===== config.mk =====
export PLATFORM = sky130hd
export DESIGN_NAME = inst_fetch_buffer
export DESIGN_NICKNAME = d
export VERILOG_FILES = /design/src/rtl/inst_fetch_buffer_pkg.sv /design/src/rtl/fetch_fifo.sv /design/src/rtl/inst_fetch_buffer.sv
export SDC_FILE = /design/constraint.sdc
export NUM_CORES = 1
export LEC_CHECK = 0
export ABC_AREA = 1
export CAP_MARGIN = 20
export CELL_PAD_IN_SITES_DETAIL_PLACEMENT = 1
export CELL_PAD_IN_SITES_GLOBAL_PLACEMENT = 2
export CORE_AREA = 2 2 279 143
export CTS_CLUSTER_DIAMETER = 30
export DETAILED_ROUTE_END_ITERATION = 12
export DIE_AREA = 0 0 281 145
export GPL_TIMING_DRIVEN = 0
export HOLD_SLACK_MARGIN = 0.15
export PLACE_DENSITY_LB_ADDON = 0.1
export SLEW_MARGIN = 20
export SYNTH_ARGS = -nofsm -noshare
export SYNTH_HDL_FRONTEND = slang
export SYNTH_SLANG_ARGS = --single-unit

===== constraint.sdc =====
create_clock -name clk -period 9.4 [get_ports clk]
set_input_delay 1.41 -clock clk [delete_from_list [all_inputs] [get_ports clk]]
set_output_delay 1.41 -clock clk [all_outputs]
set_load 0.01 [all_outputs]

===== src/rtl/inst_fetch_buffer_pkg.sv =====
// inst_fetch_buffer_pkg: shared types and constants for the fetch front end
package inst_fetch_buffer_pkg;
  typedef enum logic [1:0] {IDLE, REQ, DROP} state_t;
  localparam int MAX_PID_W = 8;
  localparam logic [31:0] PC_INC = 32'd4;
  typedef struct packed {
    logic [31:0]          inst;
    logic [31:0]          addr;
    logic [MAX_PID_W-1:0] pid;
  } entry_t;
endpackage


===== src/rtl/fetch_fifo.sv =====
// fetch_fifo: synchronous first-word-fall-through FIFO with wrap-around pointers
module fetch_fifo #(
  parameter int WIDTH = 8,
  parameter int DEPTH = 4
) (
  input  logic                     clk,
  input  logic                     rst,
  input  logic                     push,
  input  logic                     pop,
  input  logic                     flush,
  input  logic [WIDTH-1:0]         din,
  output logic [WIDTH-1:0]         head,
  output logic [$clog2(DEPTH):0]   count
);
  localparam int AW = $clog2(DEPTH);
  logic [WIDTH-1:0] mem [DEPTH];
  logic [AW-1:0]    wp, rp;
  assign head = mem[rp];
  always_ff @(posedge clk) begin
    if (rst || flush) begin
      wp    <= '0;
      rp    <= '0;
      count <= '0;
    end else begin
      if (push) begin
        mem[wp] <= din;
        wp      <= wp + AW'(1);
      end
      if (pop) rp <= rp + AW'(1);
      count <= count + (AW+1)'(push) - (AW+1)'(pop);
    end
  end
endmodule


===== src/rtl/inst_fetch_buffer.sv =====
// inst_fetch_buffer: fetch PC/request FSM feeding a tagged instruction queue
module inst_fetch_buffer import inst_fetch_buffer_pkg::*; #(
  parameter logic [31:0] RESET_PC = 32'h0000_0000,
  parameter int          DEPTH    = 4,
  parameter int          PID_W    = 2
) (
  input  logic                     clk,
  input  logic                     reset,
  input  logic                     jumpFlag_i,
  input  logic [31:0]              jumpAddr_i,
  output logic                     request_o,
  output logic [31:0]              instAddr_fetch_o,
  input  logic                     dataOk_i,
  input  logic [31:0]              inst_fetch_i,
  output logic                     valid_o,
  input  logic                     ready_i,
  output logic [31:0]              inst_o,
  output logic [31:0]              instAddr_o,
  output logic [PID_W-1:0]         pID_o,
  output logic [$clog2(DEPTH):0]   count_o
);
  localparam int CW = $clog2(DEPTH) + 1;
  localparam int EW = 64 + PID_W;
  state_t           state, state_d;
  logic [31:0]      fetch_pc, drop_addr;
  logic [PID_W-1:0] pid;
  logic             push, pop, room;
  logic [CW-1:0]    count, cnt_nx;
  logic [EW-1:0]    din, head;
  assign valid_o          = count != '0;
  assign count_o          = count;
  assign pop              = valid_o && ready_i && !jumpFlag_i;
  assign push             = state == REQ && dataOk_i && !jumpFlag_i;
  assign cnt_nx           = count + CW'(push) - CW'(pop);
  assign room             = cnt_nx < CW'(DEPTH);
  assign din              = {inst_fetch_i, fetch_pc, pid};
  assign instAddr_fetch_o = state == DROP ? drop_addr : fetch_pc;
  assign inst_o           = valid_o ? head[EW-1 -: 32] : '0;
  assign instAddr_o       = valid_o ? head[PID_W +: 32] : '0;
  assign pID_o            = valid_o ? head[PID_W-1:0] : '0;
  fetch_fifo #(.WIDTH(EW), .DEPTH(DEPTH)) u_fifo (
    .clk   (clk),
    .rst   (reset),
    .push  (push),
    .pop   (pop),
    .flush (jumpFlag_i),
    .din   (din),
    .head  (head),
    .count (count)
  );
  always_comb begin
    state_d   = state;
    request_o = state != IDLE;
    if (jumpFlag_i)
      state_d = (state != IDLE && !dataOk_i) ? DROP : REQ;
    else if (state == IDLE || (state == REQ && dataOk_i))
      state_d = room ? REQ : IDLE;
    else if (state == DROP && dataOk_i)
      state_d = REQ;
  end
  // A redirect mid-request keeps presenting the old address until memory answers
  always_ff @(posedge clk) begin
    if (reset) begin
      state     <= IDLE;
      fetch_pc  <= RESET_PC;
      drop_addr <= '0;
      pid       <= '0;
    end else begin
      state <= state_d;
      if (jumpFlag_i) begin
        fetch_pc <= jumpAddr_i;
        pid      <= '0;
        if (state == REQ) drop_addr <= fetch_pc;
      end else if (push) begin
        fetch_pc <= fetch_pc + PC_INC;
        pid      <= pid + PID_W'(1);
      end
    end
  end
endmodule


# Yosys cells after proc, flatten, opt, wreduce, memory -nomap -nowiden
# Memories as Yosys holds them, arrays and structs flattened. A register that Yosys moved wholly into a read port is not among the register bits.
# Cells that the tools add are included.
# totals
reg_bits	75
ramBits	264
inputBits	69
out_inout_bits	103
memories	1
# mem_list
name	depth	width	rd	rd_clocked_by_memory_dff	wr	line_no	source
u_fifo.mem	4	66	1	1	1	fetch_fifo.sv:16	logic [WIDTH-1:0] mem [DEPTH];
# classes
addsub	6
n_lt_le_gt_ge	1
eq_ne	2
muxes	16
n_reduce_logical	17
# op_table
operator	count
$mux 32	5
$add 32x3->32 const B	1
$mux 2	7
$add 2x1->2 const B	3
$logic_and 1x1->1	6
$reduce_bool 3->1	2
$mux 1	4
$reduce_bool 2->1	2
$add 3x1->3	1
$lt 3x3->1 const B	1
$sub 3x1->3	1
$eq 2x1->1 const B	1
$eq 2x2->1 const B	1
$logic_not 1->1	2
$logic_not 2->1	1
$logic_or 1x1->1	2
$reduce_and 2->1	1
$reduce_or 2->1	1

# Longest topological paths before layout
# Gate-level depths: netlist (run 1).
# logic_depth
word_depth	9
depth_mapped	15
mapped_depth_nobuf	13

# Hierarchy
# From an unflattened synthesis (run 1), not the netlist that was laid out.
# unflattened
cells_unflattened	1498
area_unflattened_um2	14800.4
# modules_own_cells
module	n_inst	cells_each	area_each_um2
fetch_fifo	1	765	10443.8
inst_fetch_buffer	1	733	4356.7

# Least setup slack after synthesis (run 1)
# OpenSTA, ideal clock, no wires.
# synth_path
path_type	input -> register
start	input port jumpFlag_i
end	memory u_fifo.mem[0][0] in the netlist's numbering, enable pin
setup_ns	0.490
t_arrival_ns	4.689
path_slack_ns	4.221
path_stages	4
path_buffers	1
path_cell_list	buf_2 nor2_2 nand2_1 nor2_1
# synth_via
elab_chain_len	5
word_cells_on_any_way	6
classes_between	3 x mux; 3 x reduce/logical
# synth_lines
element	line_no	source
start: declaration	inst_fetch_buffer.sv:9	input logic jumpFlag_i,
$logic_not 1->1	inst_fetch_buffer.sv:33	assign push = state == REQ && dataOk_i && !jumpFlag_i;
$logic_and 1x1->1	inst_fetch_buffer.sv:33	
$mux 1	fetch_fifo.sv:25	if (push) begin
$mux 1 *	fetch_fifo.sv:20	if (rst || flush) begin
$mux 1 (not written as such) *	fetch_fifo.sv:26	mem[wp] <= din;
end: declaration	fetch_fifo.sv:16	
# Every way passes the cells marked *; elsewhere a longest branch is shown, timed or not.

==> results.ini, run 1 <==
[logic_synthesis]
synth_nets = 1518
syn-cell-area_um2 = 14400
synth_ff_type = edfxtp_1
ys_seq_area_share_pct = 65.6
synth_cells = 1441
syn_avg_cell_area_um2 = 10.0
synth_edf_count = 264
synthDistinctLibCells = 38
synth-seq-cells = 341
yosys_warnings = 0
synthArstFlopShare_pct = 0

[drt]
vias_per_cell = 5.10
wl_um = 46400
vias = 11400
wl_per_cell_um = 20.7
drc = 0
drt_pass1_iterations = 6
drt_iter0_drc = 781
ant_nets = 0

[sta]
setup_ws_ns = 4.84
tns_ns = 0
finalCritPeriodShare_pct = 48.5
whs_ns = 0.449
slew_headroom_pct = 50.7
rsz0062_at_grt = no
layout_min_cycle_time_ns = 4.56
tightest_slew_ns = 0.738
finalClockSkew_ns = 0.0355
slew_violations = 0
setup_viol = 0
report.final.hold_viol_count = 0
fmax_mhz = 219

[clocking]
post_cts_buffers = 0
clock_latency_ns = 0.56
clkSinkCount = 341
cts_root_buf = clkbuf_16
cts_tree = done
cts_buffer_depth = 3
clkTransAtPathRegs_ns = 0.06
cts_hold_buf = 0
cts-buffers-inserted = 48
ctsResizeCount = 0
htreeDepth = 2

[floorplan]
pin_count = 172
rows = 51
fp.dieArea_um2 = 40700
die_x_um = 281
core_um2 = 38400
start_util_pct = 37.6
die_h_um = 145

[final_layout]
nFillCells = 4202
drive_gt1_share_pct = 8.88
syn_to_final_growth_pct = 30.3
register_area_um2 = 9470
multi_input_area_um2 = 4290
nNetsFinal = 1750
layout.cells.non_filler = 2243

[worst_hold_path]
min_path_type = register to register
worstHoldPathCells = 2
min-delay-start = drop_addr[3]$_SDFFE_PP0P_
min_to = drop_addr[3]$_SDFFE_PP0P_

[setup_path]
r2r-end = state[0]$_SDFFE_PP0P_
ff2ff_setup_slack_ns = 6.56
startpoint_type = register
worst_ep_arrival_time_ns = 3.15
cp_max_fo = 10
cp.required_ns = 7.99
reg2reg_from = u_fifo.count[2]$_SDFF_PP0_
end_kind = output port
critPathKind = register to output port
rr_worst_depth = 12

[global_route]
grt_max_degree = 24
antenna_found_initial = 1
grt_pass1_wl_um = 70300
first_global_vias = 11700
grt_usage_pct = 22.8
grt-ovfl-total = 0

[power]
powerDensity_nw_per_um2 = 200
ir_drop_mv = 0.117
p_total_mw = 3.77
p_leak_nw = 6.45

[place]
port_buffers = 170
post-place-cells = 2153
gp_congestion = 0.806
dp_slack_ns = 5.21
hpwl_um = 32400

[run]
cap_violations = 0

[outcome]
status = finished clean

[per-layer routing]
metal / vias up / track usage [%] / routed length [um]
li1: 5403 / - / -
met1: 5717 / 35.6 / 23800
met2: 254 / 33.3 / 19600
met3: 57 / 3.83 / 2340
met4: 0 / 4.33 / 709
met5: - / 0 / 0
[worst max-delay path, stage by stage, from the launching register on]
cell and delay (ns):
dfxtp_1 0.29, buf_2 0.17, inv_2 0.12, buf_2 0.31
clkbuf_1 0.47, o21ai_0 0.21, a21oi_1 0.38, clkdlybuf4s50_1 0.63
[placed cells by master (no fill, tap or decap), drive strengths merged, types with 11 or more instances in the layout]
| cell type | n |
|---|---|
| clkdlybuf4s50 | 170 |
| o21ai | 230 |
| a31oi | 11 |
| nand3 | 37 |
| inv | 101 |
| buf | 42 |
| clkbuf | 109 |
| nor2 | 320 |
| edfxtp | 264 |
| a21oi | 119 |
| nand2 | 173 |
| dfxtp | 77 |
| clkinv | 12 |
[how the worst max path moves through the flow]
stage / startpoint / to / slack [ns] / cells after the start
finish: register / instAddr_o[12] / 4.84 / 7
CTS: register / instAddr_o[12] / 4.81 / 7
floorplan: jumpFlag_i / u_fifo.mem[0][0]$_DFFE_PP_ / 4.22 / 4
detailed placement: reset / u_fifo.mem[0][62]$_DFFE_PP_ / 5.21 / 6
global placement: reset / u_fifo.mem[0][60]$_DFFE_PP_ / 0.96 / 4
global route: u_fifo.count[2]$_SDFF_PP0_ / instAddr_o[13] / 4.69 / 5
[cell type report]
type                       count  share of cell area, %
clock buffer                  57                   6.89
tap                          530                   3.53
inverter                      94                   1.88
clock inverter                31                   2.02
timing repair buffer         182                   10.6
antenna                        2                 0.0266
buffer                        82                   1.88
sequential                   341                   50.3
multi-input combinational    924                   22.8
[synthesized netlist by cell type, types with 7 or more instances]
library cell / number / area share [%]
a31oi_1: 11 / 0.48
a21oi_1: 117 / 4.1
o21ai_1: 7 / 0.24
inv_1: 92 / 2.4
dfxtp_1: 77 / 11
clkbuf_1: 49 / 1.3
nand3_1: 32 / 1.1
o21ai_0: 223 / 7.7
ha_1: 7 / 0.61
nand2_1: 170 / 4.4
edfxtp_1: 264 / 55
nor2_2: 8 / 0.35
nor2_1: 306 / 8.0
buf_2: 21 / 0.73
[power breakdown]
group	total, mW	internal (mW)	switching, mW
clock	1.88	1.16	0.719
combinational	0.199	0.0872	0.111
sequential	1.69	1.65	0.0394
[logic make-up after synthesis]
kind of cell	after synthesis	synth area share, %
flops	341	65.6
compound gates	363	12.8
xor+xnor	6	0.364
simple gates	547	15.6
buf+inv	176	4.89
fa+ha+maj	8	0.745
[sequential cells by signal, summed over array words and instances, names as in the netlist, named ones only]
name	flops
drop_addr	32
fetch_pc	32
u_fifo.count	3
u_fifo.mem	264
u_fifo.wp	2
pid	2
u_fifo.rp	2
state	2
[stage by stage]
step           cell area (um2)  utilization (%)
3_5_place_dp             17100             44.7
3_3_place_gp             16800             43.8
4_1_cts                  18800             49.0
2_1_floorplan            14400                -
5_1_grt                  18800             49.0
6_report                 18800             49.0
No activity file was read; power rests on OpenSTA's default activity.
==> run 2, diff against run 1 <==
--- a/config.mk
+++ b/config.mk
@@ -9,10 +9,10 @@
 export CAP_MARGIN = 20
 export CELL_PAD_IN_SITES_DETAIL_PLACEMENT = 1
 export CELL_PAD_IN_SITES_GLOBAL_PLACEMENT = 2
-export CORE_AREA = 2 2 279 143
+export CORE_AREA = 2 2 304 156
 export CTS_CLUSTER_DIAMETER = 30
 export DETAILED_ROUTE_END_ITERATION = 12
-export DIE_AREA = 0 0 281 145
+export DIE_AREA = 0 0 306 158
 export GPL_TIMING_DRIVEN = 0
 export HOLD_SLACK_MARGIN = 0.15
 export PLACE_DENSITY_LB_ADDON = 0.1
==> constraint.sdc (replaced) <==
create_clock -name clk -period 4.1 [get_ports clk]
set_input_delay 0.615 -clock clk [delete_from_list [all_inputs] [get_ports clk]]
set_output_delay 0.615 -clock clk [all_outputs]
set_load 0.01 [all_outputs]
==> run 2 against run 1 <==
  * Total power rose to 2.6 times the previous value
  * Clock-buffer cell count up 20
  * Clock power rose to 3.0 times the previous value
  * Critical path type unchanged
  * Setup slack worse by 4.5 ns
  * Die area up 19%
  * Flip-flop and latch count unchanged
  * Critical endpoint is now instAddr_o[20]
  * Critical path depth unchanged
  * Final cell count up 5.0%
  * Cell area up 3.9%
  * Combinational power up 130%
  * Sequential share of layout area down 1.9 points
  * Routed wire length up 2.1%
  * Largest power group unchanged
==> results.ini, run 2 (synthesis results as in run 1) <==
[outcome]
status = finished clean

[clocking]
cts_root_buf = clkbuf_16
ctsResizeCount = 0  ; unchanged
htreeDepth = 3  ; +1
clkSinkCount = 341  ; unchanged
post_cts_buffers = 0  ; unchanged
cts-buffers-inserted = 67  ; +40%
cts_buffer_depth = 3  ; unchanged
cts_hold_buf = 0  ; unchanged
clkTransAtPathRegs_ns = 0.05  ; about the same
clock_latency_ns = 0.58  ; +0.02 ns
cts_tree = done

[sta]
setup_viol = 0  ; unchanged
rsz0062_at_grt = no
slew_violations = 0  ; unchanged
tns_ns = 0  ; unchanged
layout_min_cycle_time_ns = 3.75
tightest_slew_ns = 0.922  ; +0.184 ns
whs_ns = 0.447  ; -0.00188 ns
fmax_mhz = 266
finalClockSkew_ns = 0.0254  ; -0.0101 ns
report.final.hold_viol_count = 0  ; unchanged
finalCritPeriodShare_pct = 91.6
slew_headroom_pct = 38.5  ; -12 points

[setup_path]
reg2reg_from = state[0]$_SDFFE_PP0P_
crit_slowest_cell = clkdlybuf4s50_1
startpoint_type = register
cp.required_ns = 3.48  ; -4.51 ns
cp_max_fo = 10  ; unchanged
rr_worst_depth = 7  ; -5
worst_ep_arrival_time_ns = 3.14  ; about the same
crit_family = buffers and inverters
critPathMostFrequentCell = buf_2
r2r-end = u_fifo.mem[2][0]$_DFFE_PP_
ff2ff_setup_slack_ns = 1.58  ; -4.98 ns
end_kind = output port
critPathKind = register to output port
cp_slowest_stage_delay_ns = 0.60  ; -0.03 ns
path_cells = buf_2 > inv_2 > buf_2 > clkbuf_1 > o21ai_0 > a21oi_1 > clkdlybuf4s50_1
cp.buffers_inverters = 5  ; unchanged

[final_layout]
largest_reg_flops = 264  ; unchanged
layout_common_cells = nor2_1 (302), edfxtp_1 (264), o21ai_0 (223), nand2_1 (170), clkdlybuf4s50_1 (170)
reg.largest.list = u_fifo.mem: 264 flops, drop_addr: 32 flops, fetch_pc: 32 flops
final_common_cell = nor2_1
nNetsFinal = 1770  ; +1.1%
drive_gt1_share_pct = 10.3  ; +1.4 points
layout.cells.non_filler = 2355  ; +5.0%
regMostFlops = u_fifo.mem
insertedDiodeCount = 0  ; -2
syn_to_final_growth_pct = 35.4

[power]
p_sw_share_pct = 22.6  ; -0.44 points
p_int_mw = 7.64  ; +160%
p_sw_mw = 2.24  ; +160%
comb_power_share_pct = 4.6  ; -0.7 points
p_leak_nw = 6.76  ; +4.8%
ir_drop_mv = 0.242  ; +110%
pwr-share-seq_pct = 39.0  ; -5.8 points
p_clk_share_pct = 56.3  ; +6.3 points
powerDensity_nw_per_um2 = 506  ; +150%

[floorplan]
core_um2 = 45900  ; +20%
pin_count = 172  ; unchanged
rows = 56  ; +9.8%
die_h_um = 158  ; +9.0%
die_x_um = 306  ; +8.9%
fp.dieArea_um2 = 48300  ; +19%
start_util_pct = 31.5  ; -6.2 points

[drt]
drt_pass1_iterations = 5  ; -1
ant_nets = 0  ; unchanged
drc = 0  ; unchanged
drt_iter0_drc = 669  ; -14%
vias = 11300  ; -1.1%
vias_per_cell = 4.80  ; -5.8%
wl_per_cell_um = 20.1  ; -2.8%
wl_um = 47400  ; +2.1%

[place]
post-place-cells = 2233  ; +3.7%
hpwl_um = 33400  ; +3.2%
gp_congestion = 0.775  ; -3.8%
port_buffers = 170  ; unchanged

[worst_hold_path]
min_to = drop_addr[0]$_SDFFE_PP0P_
min-delay-start = drop_addr[0]$_SDFFE_PP0P_
min_path_type = register to register
worstHoldPathCells = 2  ; unchanged

[global_route]
grt_pass1_wl_um = 72500  ; +3.1%
grt_usage_pct = 20.0  ; -2.8 points
antenna_found_initial = 0  ; -1
first_global_vias = 11700  ; +0.33%
grt_max_degree = 23  ; -4.2%
grt-ovfl-total = 0  ; unchanged

[run]
cap_violations = 0  ; unchanged

[run 2: power by group through the flow]
stage	Combinational (mW)	Sequential, mW	Clock [mW]
global placement	0.450	3.92	0
CTS	0.464	3.86	5.69
global route	0.511	3.86	5.86
floorplan	0.206	3.89	0
detailed placement	0.461	3.92	0
finish	0.458	3.86	5.57
[run 2: tightest hold or removal path, cell delays in order, from the launching register on]
cell and delay [ns]:
dfxtp_1 0.29, inv_1 0.05, a21oi_1 0.05
[run 2: stage by stage]
stage                     setup slack, ns  power [mW]  cell area [um2]  util [%]
after floorplan                    -0.284        4.10            14400         -
after global placement              -3.59        4.37            16900      36.8
after detailed placement            0.841        4.39            17200      37.6
after CTS                           0.245        10.0            19500      42.6
after global routing                0.181        10.2            19500      42.6
final                               0.346        9.88            19500      42.6
[run 2: how the worst max path moves through the flow]
stage | start | to | slack, ns | cells after the start
final | register | instAddr_o[20] | 0.35 | 7
after global routing | register | instAddr_o[21] | 0.18 | 7
after CTS | register | instAddr_o[11] | 0.24 | 7
after detailed placement | dataOk_i | u_fifo.mem[2][39]$_DFFE_PP_ | 0.84 | 7
after global placement | dataOk_i | u_fifo.mem[3][43]$_DFFE_PP_ | -3.59 | 5
after floorplan | jumpFlag_i | u_fifo.mem[0][0]$_DFFE_PP_ | -0.28 | 4
[run 2: routing by layer]
| metal | part of all wire, % | GRT usage, % | routed length (um) | vias to the layer above |
|---|---|---|---|---|
| met5 | 0 | 0 | 0 | - |
| met3 | 3.9 | 3.63 | 1850 | 61 |
| li1 | - | - | - | 5476 |
| met4 | 1.5 | 4.88 | 721 | 0 |
| met2 | 42 | 29.2 | 19800 | 211 |
| met1 | 53 | 30.3 | 24900 | 5562 |
[run 2: final cells by class]
cell class / count / area [um2]
buffer: 82 / 353
clock buffer: 77 / 1750
clock inverter: 45 / 556
fill: 5020 / 26400
inverter: 94 / 353
multi-input combinational: 924 / 4290
sequential: 341 / 9470
tap: 609 / 762
timing repair buffer: 183 / 2010
==> run 3, diff against run 2 <==
--- a/config.mk
+++ b/config.mk
@@ -9,10 +9,10 @@
 export CAP_MARGIN = 20
 export CELL_PAD_IN_SITES_DETAIL_PLACEMENT = 1
 export CELL_PAD_IN_SITES_GLOBAL_PLACEMENT = 2
-export CORE_AREA = 2 2 304 156
+export CORE_AREA = 2 2 343 175
 export CTS_CLUSTER_DIAMETER = 30
 export DETAILED_ROUTE_END_ITERATION = 12
-export DIE_AREA = 0 0 306 158
+export DIE_AREA = 0 0 345 177
 export GPL_TIMING_DRIVEN = 0
 export HOLD_SLACK_MARGIN = 0.15
 export PLACE_DENSITY_LB_ADDON = 0.1
==> run 3 against run 2 <==
  * Sequential power hardly changed
  * Clock power is 6.1% higher
  * Core utilization is 8.3 points lower
  * Final cell count is 7.6% higher
  * Global-route usage is 2.9 points lower
  * Worst hold slack worse by 0.0019 ns
  * Flip-flop and latch count stayed put
  * Highest routed layer unchanged
  * Non-clock buffer count is 3 higher
  * Total power is 3.7% higher
  * Cell area is 2.3% higher
==> results.ini, run 3 (synthesis results as in run 1) <==
[outcome]
status = finished clean

[final_layout]
regMostFlops = u_fifo.mem
multi_input_area_um2 = 4290  ; unchanged
final_common_cell = nor2_1
largest_reg_flops = 264  ; unchanged
syn_to_final_growth_pct = 38.5
reg.largest.list = u_fifo.mem: 264 flops, drop_addr: 32 flops, fetch_pc: 32 flops
final_area_um2 = 20000  ; +2.3%
fin_util_pct = 34.3  ; -8.3 points
register_area_um2 = 9470  ; unchanged
layout.cells.non_filler = 2533  ; +7.6%
nNetsFinal = 1774  ; +0.23%
nFillCells = 6467  ; +29%
layout_common_cells = nor2_1 (302), edfxtp_1 (264), o21ai_0 (223), nand2_1 (170), clkdlybuf4s50_1 (170)
drive_gt1_share_pct = 10.5  ; +0.20 points

[clocking]
clkSinkCount = 341  ; unchanged
cts_buffer_depth = 3  ; unchanged
htreeDepth = 3  ; unchanged
ctsResizeCount = 0  ; unchanged
cts-buffers-inserted = 68  ; +1.5%
cts_root_buf = clkbuf_16
clkTransAtPathRegs_ns = 0.05  ; about the same
cts_hold_buf = 0  ; unchanged
post_cts_buffers = 0  ; unchanged
cts_tree = done
clock_latency_ns = 0.58  ; about the same

[power]
p_total_mw = 10.2  ; +3.7%
p_clk_share_pct = 57.7  ; +1.4 points
ir_drop_mv = 0.249  ; +2.9%
p_sw_share_pct = 22.0  ; -0.59 points
p_leak_nw = 6.87  ; +1.5%
powerDensity_nw_per_um2 = 512  ; +1.3%
p_int_mw = 7.98  ; +4.4%
p_sw_mw = 2.26  ; +0.93%
comb_power_share_pct = 4.6  ; about the same
pwr-share-seq_pct = 37.7  ; -1.3 points

[drt]
vias_per_cell = 4.45  ; -7.4%
drt_iter0_drc = 528  ; -21%
wl_per_cell_um = 20.6  ; +2.4%
ant_nets = 0  ; unchanged
vias = 11300  ; -0.43%
wl_um = 52200  ; +10%
drt_pass1_iterations = 5  ; unchanged
drc = 0  ; unchanged

[sta]
whs_ns = 0.445  ; -0.00187 ns
finalClockSkew_ns = 0.0218  ; -0.00363 ns
rsz0062_at_grt = no
setup_viol = 0  ; unchanged
tightest_slew_ns = 0.935  ; +0.0130 ns
setup_ws_ns = 0.233  ; -0.113 ns
slew_headroom_pct = 37.7  ; -0.87 points
layout_min_cycle_time_ns = 3.87  ; +0.113 ns
finalCritPeriodShare_pct = 94.3  ; +2.8 points
slew_violations = 0  ; unchanged
fmax_mhz = 259  ; -2.9%
report.final.hold_viol_count = 0  ; unchanged
tns_ns = 0  ; unchanged

[global_route]
grt-ovfl-total = 0  ; unchanged
antenna_found_initial = 2  ; +2
grt_pass1_wl_um = 77000  ; +6.2%
first_global_vias = 11600  ; -1.2%
grt_max_degree = 20  ; -13%
grt_usage_pct = 17.1  ; -2.9 points

[place]
post-place-cells = 2407  ; +7.8%
gp_congestion = 0.743  ; -4.2%
hpwl_um = 36900  ; +11%
dp_slack_ns = 0.550  ; -0.291 ns
port_buffers = 170  ; unchanged
placed_cell_area_um2 = 17600  ; +1.9%

[worst_hold_path]
min_to = drop_addr[9]$_SDFFE_PP0P_
min-delay-start = drop_addr[9]$_SDFFE_PP0P_
min_path_type = register to register
worstHoldPathCells = 2  ; unchanged

[setup_path]
reg2reg_from = state[0]$_SDFFE_PP0P_
end_kind = output port
ff2ff_setup_slack_ns = 1.43  ; -0.15 ns
startpoint_type = register
cp_max_fo = 10  ; unchanged
r2r-end = u_fifo.mem[3][0]$_DFFE_PP_
rr_worst_depth = 8  ; +1
worst_ep_arrival_time_ns = 3.25  ; +0.11 ns
critPathKind = register to output port
cp.required_ns = 3.48  ; about the same

[run]
cap_violations = 0  ; unchanged

[floorplan]
fp.dieArea_um2 = 61100  ; +26%
pin_count = 172  ; unchanged
rows = 63  ; +13%
start_util_pct = 24.7  ; -6.7 points
die_h_um = 177  ; +12%
die_x_um = 345  ; +13%
core_um2 = 58300  ; +27%

[run 3: cell types whose count changed in the layout (fill, tap and decap cells not counted), moves of 3 or more]
cell / delta
buf_16: +7
buf_12: -4
bufinv_16: +4
inv_6: -3
[run 3: area by class of cell]
| type | count | share of cell area [%] |
|---|---|---|
| flip-flops and latches | 341 | 47.4 |
| multi-input cells | 924 | 21.5 |
| repair buffers | 186 | 10.6 |
| clock buffers | 81 | 9.12 |
| well taps | 780 | 4.88 |
| clock inverters | 43 | 3.00 |
| plain buffers | 82 | 1.76 |
| inverters | 94 | 1.76 |
| diodes | 2 | 0.0250 |
[run 3: how the worst max path moves through the flow]
stage	startpoint	to
finish	register	inst_o[21]
global route	register	inst_o[21]
CTS	register	instAddr_o[20]
detailed placement	reset	u_fifo.mem[3][28]$_DFFE_PP_
global placement	dataOk_i	u_fifo.mem[3][28]$_DFFE_PP_
floorplan	jumpFlag_i	u_fifo.mem[0][0]$_DFFE_PP_
[run 3: power by group through the flow]
stage / registers (mW) / clock network [mW] / logic (mW)
after CTS: 3.87 / 6.06 / 0.477
final: 3.86 / 5.91 / 0.468
after global routing: 3.87 / 6.23 / 0.518
after global placement: 3.93 / 0 / 0.460
after detailed placement: 3.93 / 0 / 0.474
after floorplan: 3.89 / 0 / 0.206
[run 3: per-layer routing]
layer  global-route usage, %  up-vias  wire length (um)
met1                    26.6     5518             28500
met3                    3.57       60              2010
li1                        -     5483                 -
met4                    3.91        0               690
met2                    23.9      200             20900
met5                       0        -                 0
[run 3: worst max-delay path, cell delays in order (launching register included)]
cell and delay, ns:
dfxtp_1 0.29, buf_2 0.17, inv_2 0.14, buf_2 0.32, clkbuf_1 0.67, o21ai_0 0.28, a21oi_1 0.22, clkdlybuf4s50_1 0.57
